==> config.mk <==
export PLATFORM = sky130hd
export DESIGN_NAME = pulse_rate_meter
export DESIGN_NICKNAME = d
export VERILOG_FILES = /design/src/rtl/pulse_rate_meter_pkg.sv /design/src/rtl/pulse_rate_meter_sync_edge_detect.sv /design/src/rtl/pulse_rate_meter.sv
export SDC_FILE = /design/constraint.sdc
export NUM_CORES = 1
export LEC_CHECK = 0
export CAP_MARGIN = 20
export CORE_MARGIN = 2
export CORE_UTILIZATION = 30
export CTS_BUF_LIST = sky130_fd_sc_hd__clkbuf_8 sky130_fd_sc_hd__clkbuf_16
export CTS_CLUSTER_SIZE = 25
export DETAILED_ROUTE_END_ITERATION = 10
export PLACE_DENSITY_LB_ADDON = 0.15
export SYNTH_ARGS = -nofsm -noshare
export SYNTH_HDL_FRONTEND = slang
export SYNTH_SLANG_ARGS = --single-unit
==> constraint.sdc <==
create_clock -name CLK100MHZ -period 2.05 [get_ports CLK100MHZ]
set_input_delay 0.41 -clock CLK100MHZ [delete_from_list [all_inputs] [get_ports CLK100MHZ]]
set_output_delay 0.41 -clock CLK100MHZ [all_outputs]
set_load 0.05 [all_outputs]
==> src/rtl/pulse_rate_meter_pkg.sv <==
// Shared constants and FSM state type for the pulse rate meter.
package pulse_rate_meter_pkg;

    localparam int DEFAULT_CLK_HZ      = 100_000_000;
    localparam int DEFAULT_GATE_CYCLES = DEFAULT_CLK_HZ;

    typedef enum logic {
        IDLE    = 1'b0,
        MEASURE = 1'b1
    } state_t;

endpackage

==> src/rtl/pulse_rate_meter_sync_edge_detect.sv <==
// Multi-flop synchronizer for an asynchronous input followed by a rising-edge pulse.
module sync_edge_detect #(
    parameter int SYNC_STAGES = 2
) (
    input  logic CLK100MHZ,
    input  logic reset,
    input  logic async_in,
    output logic edge_pulse
);

    logic [SYNC_STAGES-1:0] sync_r;
    logic                   delay_r;

    // Synchronizer chain plus one delay flop for edge detection.
    always_ff @(posedge CLK100MHZ) begin
        if (reset) begin
            sync_r  <= {SYNC_STAGES{1'b0}};
            delay_r <= 1'b0;
        end else begin
            sync_r  <= {sync_r[SYNC_STAGES-2:0], async_in};
            delay_r <= sync_r[SYNC_STAGES-1];
        end
    end

    // Left combinational so a rise sampled at edge k is counted at edge k+SYNC_STAGES.
    assign edge_pulse = sync_r[SYNC_STAGES-1] & ~delay_r;

endmodule

==> src/rtl/pulse_rate_meter.sv <==
// Counts rising edges of sig_in over a fixed gate window and shows the
// saturated count of the last completed window on LED.
module pulse_rate_meter
    import pulse_rate_meter_pkg::*;
#(
    parameter int CLK_HZ      = DEFAULT_CLK_HZ,
    parameter int GATE_CYCLES = CLK_HZ,
    parameter int COUNT_W     = 8,
    parameter int SYNC_STAGES = 2
) (
    input  logic               CLK100MHZ,
    input  logic               reset,
    input  logic               en,
    input  logic               sig_in,
    output logic [COUNT_W-1:0] LED,
    output logic               ovf,
    output logic               done
);

    localparam int                GATE_W    = (GATE_CYCLES > 1) ? $clog2(GATE_CYCLES) : 1;
    localparam logic [GATE_W-1:0] GATE_LAST = GATE_W'(GATE_CYCLES - 1);

    state_t              state_r;
    state_t              state_next_s;
    logic [GATE_W-1:0]   gate_r;
    logic [COUNT_W-1:0]  count_r;
    logic                sat_r;
    logic                edge_s;
    logic                measuring_s;
    logic                terminal_s;
    logic [COUNT_W:0]    sum_s;
    logic                sum_ovf_s;
    logic [COUNT_W-1:0]  sum_sat_s;

    sync_edge_detect #(
        .SYNC_STAGES(SYNC_STAGES)
    ) u_sync_edge_detect (
        .CLK100MHZ (CLK100MHZ),
        .reset     (reset),
        .async_in  (sig_in),
        .edge_pulse(edge_s)
    );

    // Next-state logic plus window/terminal decode and saturating sum.
    always_comb begin
        state_next_s = state_r;
        case (state_r)
            IDLE: begin
                if (en) begin
                    state_next_s = MEASURE;
                end else begin
                    state_next_s = IDLE;
                end
            end
            MEASURE: begin
                if (en) begin
                    state_next_s = MEASURE;
                end else begin
                    state_next_s = IDLE;
                end
            end
            default: state_next_s = IDLE;
        endcase

        measuring_s = (state_r == MEASURE) && en;
        terminal_s  = measuring_s && (gate_r == GATE_LAST);
        // One extra bit catches the carry out of the count before clamping.
        sum_s       = {1'b0, count_r} + {{COUNT_W{1'b0}}, edge_s};
        sum_ovf_s   = sum_s[COUNT_W];
        if (sum_ovf_s) begin
            sum_sat_s = {COUNT_W{1'b1}};
        end else begin
            sum_sat_s = sum_s[COUNT_W-1:0];
        end
    end

    // FSM state register.
    always_ff @(posedge CLK100MHZ) begin
        if (reset) begin
            state_r <= IDLE;
        end else begin
            state_r <= state_next_s;
        end
    end

    // Gate counter, edge counter and the per-window output registers.
    always_ff @(posedge CLK100MHZ) begin
        if (reset) begin
            gate_r  <= {GATE_W{1'b0}};
            count_r <= {COUNT_W{1'b0}};
            sat_r   <= 1'b0;
            LED     <= {COUNT_W{1'b0}};
            ovf     <= 1'b0;
            done    <= 1'b0;
        end else begin
            done <= 1'b0;
            if (terminal_s) begin
                // An edge in the terminal cycle still belongs to the ending window.
                LED     <= sum_sat_s;
                ovf     <= sat_r | sum_ovf_s;
                done    <= 1'b1;
                gate_r  <= {GATE_W{1'b0}};
                count_r <= {COUNT_W{1'b0}};
                sat_r   <= 1'b0;
            end else if (measuring_s) begin
                gate_r <= gate_r + GATE_W'(1);
                if (sum_ovf_s) begin
                    sat_r <= 1'b1;
                end else begin
                    count_r <= sum_s[COUNT_W-1:0];
                end
            end else begin
                // Idle or leaving MEASURE: any partial window is discarded.
                gate_r  <= {GATE_W{1'b0}};
                count_r <= {COUNT_W{1'b0}};
                sat_r   <= 1'b0;
            end
        end
    end

endmodule

==> results.md <==
| Quantity | Value | Unit |
|:---|:---|:---|
| Crit path max fanout | 4 | - |
| Syn nets | 268 | - |
| Final-layout setup total negative slack | 0 | ns |
| HP Class | flop to flop | - |
| Buffers from clock root to sink, at most | 2 | - |
| # clock sinks | 50 | - |
| Reg-to-reg startpoint | gate_r[1]$_SDFF_PP0_ | - |
| Peak VDD IR | 0.228 | mV |
| Core Footprint | 0.00733 | mm2 |
| Fraction of synthesis flops using an asynchronous set or reset pin | 0 | % |
| Leading post-synthesis cells by cell area | dfxtp_1 44%, a21oi_1 4.8%, nor2_1 4.2% | - |
| Worst path cell trace | ha_4 -> nand4_4 -> or4_4 -> or4_1 -> a21oi_1 | - |
| Area taken by flip-flops and latches | 0.00100 | mm2 |
| TritonCTS Buffers | 5 | - |
| Element type at the critical path end | flop | - |
| Largest net degree at the start of global routing | 19 | - |
| Type of the setup path with the least slack | flop to flop | - |
| Number of global-route vias before repair | 1,862 | - |
| Max cap viols | 0 | - |
| Total count of hold-check failures in the final report | 0 | - |
| Leftover overflow at the end of global routing | 0 | - |
| Worst-path cell with the longest stage delay | or4_1 | - |
| Mean routed wirelength per cell | 13.5 | um |
| Setup repair after global routing missed its margin | no | - |
| Number of rows created at floorplan | 31 | - |
| Setup fix buffers added after clock tree synthesis | 0 | - |
| Library cell occupying the most area in the post-synthesis netlist | dfxtp_1 | - |
| Leak Pwr | 0.805 | nW |
| IO Count | 14 | - |
| Antenna cell count | 0 | - |
| Number of design rule violations left after detail routing | 0 | - |
| Final setup vio count | 0 | - |
| Number of port buffers | 13 | - |
| Final period utilization | 95.9 | % |
| Source of the critical timing path | gate_r[1]$_SDFF_PP0_ | - |
| Initial core utilization | 31.4 | % |
| Post-CTS clock slew at the launch and capture registers of the worst setup and hold paths | 0.09 | ns |
| Total vias in the final route | 2,003 | - |
| Synthesized area per cell | 8.81 | um2 |
| Root buf cell | clkbuf_8 | - |
| Total Die Area | 0.00838 | mm2 |
| Number of buffer and inverter instances along the worst setup path | 0 | - |
| Slew at the pin closest to its max-slew limit | 0.499 | ns |
| Routed WL | 5260 | um |
| Family with the most delay on the worst path | simple AND/OR/NAND/NOR gates | - |
| Total of warnings raised by yosys | 0 | - |
| Via density per instance | 5.15 | - |
| Tightest slew margin relative to the limit | 66.6 | % |
| Area occupied by multi-input gates | 0.00122 | mm2 |
| Fill cell count | 750 | - |
| Initial detailed-routing violation count | 76 | - |
| Final setup slack of the worst path | 0.0834 | ns |
| Initial antenna violation count | 0 | - |
| Horiz. Die Dim | 91.5 | um |
| Gate count of the mapped netlist | 261 | - |
| Number of flops mapped to enable cells by yosys | 0 | - |
| Critical path data arrival time | 2.20 | ns |
| Number of distinct standard cells referenced by the synthesized netlist | 45 | - |
| Dpl hpwl | 3830 | um |
| Post-cts gate resize count | 0 | - |
| P per Cell Area | 563 | mW/mm2 |
| H-tree lvl count | 2 | - |
| Netlist Area Pre-Place | 0.00230 | mm2 |
| Required arrival time at the worst endpoint | 2.28 | ns |
| Clock latency on the worst-skew pair | 0.30 | ns |
| Max Freq | 508 | MHz |
| Worst path max stage delay | 0.53 | ns |
| Die span in y | 91.5 | um |
| Final critical-path required period | 1.97 | ns |
| Seq/Total Area, Yosys | 43.5 | % |
| Number of max-slew violations in the final report | 0 | - |
| Power after layout | 1.54 | mW |
| TritonCTS clock tree | built | - |
| Antenna-violating nets left | 0 | - |
| Global Route Usage Sum | 13.2 | % |
| Cts-stage hold buffer count | 0 | - |
| Area growth from synthesis to layout | 19.2 | % |
| Global-route wire length before repair | 8920 | um |
| Net count reported at finish | 297 | - |
| Nature of the critical path startpoint | flop | - |
| Share of Yosys cell area claimed by the top area cell type | 43.5 | % |
| Placer's final routability congestion estimate | 0.772 | - |
| Run status | completed | - |
| Clock Skews | 0.00940 | ns |
| Hold wc startpoint | u_sync_edge_detect.sync_r[0]$_SDFF_PP0_ | - |
| Most used flip-flop cell after synthesis | dfxtp_1 | - |
| TritonRoute pass-1 iters | 4 | - |
| Setup WS pre-CTS | -0.118 | ns |
| Seq cells post-synth | 50 | - |
| Share of layout cells above drive strength 1 | 12.1 | % |
## Yosys cell counts, types with 2 or more instances
| cell type | n |
|---|---|
| nor4b_1 | 3 |
| inv_1 | 5 |
| or4_1 | 7 |
| nand2_1 | 17 |
| o21ai_0 | 12 |
| dfxtp_1 | 50 |
| buf_6 | 2 |
| and4_1 | 4 |
| and4bb_2 | 2 |
| nor3_1 | 9 |
| a31oi_1 | 5 |
| nor3b_1 | 2 |
| or3_1 | 10 |
| o311ai_0 | 2 |
| nor4_1 | 2 |
| nor2_1 | 26 |
| o211ai_1 | 6 |
| o31ai_1 | 6 |
| nor2b_1 | 6 |
| and2_1 | 2 |
| buf_2 | 2 |
| a211oi_1 | 2 |
| clkbuf_1 | 5 |
| a21oi_1 | 22 |
| ha_1 | 3 |
| nand3_1 | 10 |
| xor2_1 | 4 |
| nand4_1 | 9 |
| buf_1 | 2 |
| xnor2_1 | 8 |
| mux2i_1 | 2 |
## area by class of cell
| type | count | share of cell area, % |
|---|---|---|
| repair buffers | 34 | 11.0 |
| flip-flops and latches | 50 | 36.5 |
| clock inverters | 2 | 0.274 |
| inverters | 5 | 0.685 |
| well taps | 99 | 4.52 |
| multi-input cells | 194 | 44.5 |
| clock buffers | 5 | 2.51 |
## logic make-up (layout without fill, tap and decap cells)
family / count (synthesis) / after routing / share of synthesized area, %
AOI/OAI and AO/OA: 58 / 58 / 15.2
xor gates and xnor gates: 12 / 12 / 4.57
adders and majority gates: 3 / 3 / 1.63
buffers and inverters: 17 / 46 / 3.97
DFF: 50 / 50 / 43.5
muxes: 2 / 2 / 0.871
and+or+nand+nor: 119 / 119 / 30.2
## where the power goes
group	switching (mW)	internal, mW
sequential	0.00190	0.974
combinational	0.0166	0.0171
clock	0.305	0.226
## sequential cells by signal, summed over array words and instances, names as in the netlist
register,flops
gate_r,27
LED,8
count_r,8
u_sync_edge_detect.sync_r,2
done,1
ovf,1
sat_r,1
state_r,1
u_sync_edge_detect.delay_r,1
## worst paths after layout
| check | end | slack, ns | depth (start not counted) |
|---|---|---|---|
| worst min-delay path | u_sync_edge_detect.sync_r[1]$_SDFF_PP0_ | 0.45 | 1 |
| worst min register to register | u_sync_edge_detect.sync_r[1]$_SDFF_PP0_ | 0.45 | 1 |
| worst max-delay path | LED[6]$_SDFFE_PP0P_ | 0.08 | 5 |
| worst max register to register | LED[6]$_SDFFE_PP0P_ | 0.08 | 5 |
## placed cells by master, fill, tap and decap left out, types with 2 or more instances in the layout
| master | count |
|---|---|
| nor4b_1 | 3 |
| and2_1 | 2 |
| ha_1 | 2 |
| nor2_1 | 26 |
| xor2_1 | 4 |
| nand3_1 | 10 |
| or4_1 | 7 |
| dfxtp_1 | 50 |
| clkdlybuf4s50_1 | 13 |
| a21oi_1 | 22 |
| o21ai_0 | 12 |
| o211ai_1 | 6 |
| nor4_1 | 2 |
| o311ai_0 | 2 |
| and4bb_2 | 2 |
| nand2_1 | 17 |
| inv_1 | 7 |
| xnor2_1 | 8 |
| clkbuf_8 | 5 |
| a31oi_1 | 5 |
| and4_1 | 4 |
| nor3_1 | 9 |
| mux2i_1 | 2 |
| nand4_1 | 9 |
| nor3b_1 | 2 |
| nor2b_1 | 6 |
| buf_4 | 20 |
| or3_1 | 10 |
| o31ai_1 | 6 |
| a211oi_1 | 2 |
## routing by layer
metal | global-route usage, % | part of all wire [%] | up-vias
met4 | 4.80 | 1.0 | 0
li1 | - | - | 1018
met3 | 2.99 | 3.9 | 5
met2 | 19.1 | 43 | 32
met5 | 0 | 0 | -
met1 | 18.9 | 52 | 948
## metrics by stage
step	util, %	std cells	instance area, um2	hold slack, ns
after global routing	37.4	389	2740	0.473
final	37.4	389	2740	0.450
after floorplan	-	261	2310	0.414
after CTS	37.4	389	2740	0.449
after detailed placement	36.3	382	2660	0.428
after global placement	36.3	382	2660	0.417
Note: power is estimated with default switching activity, not from simulation.
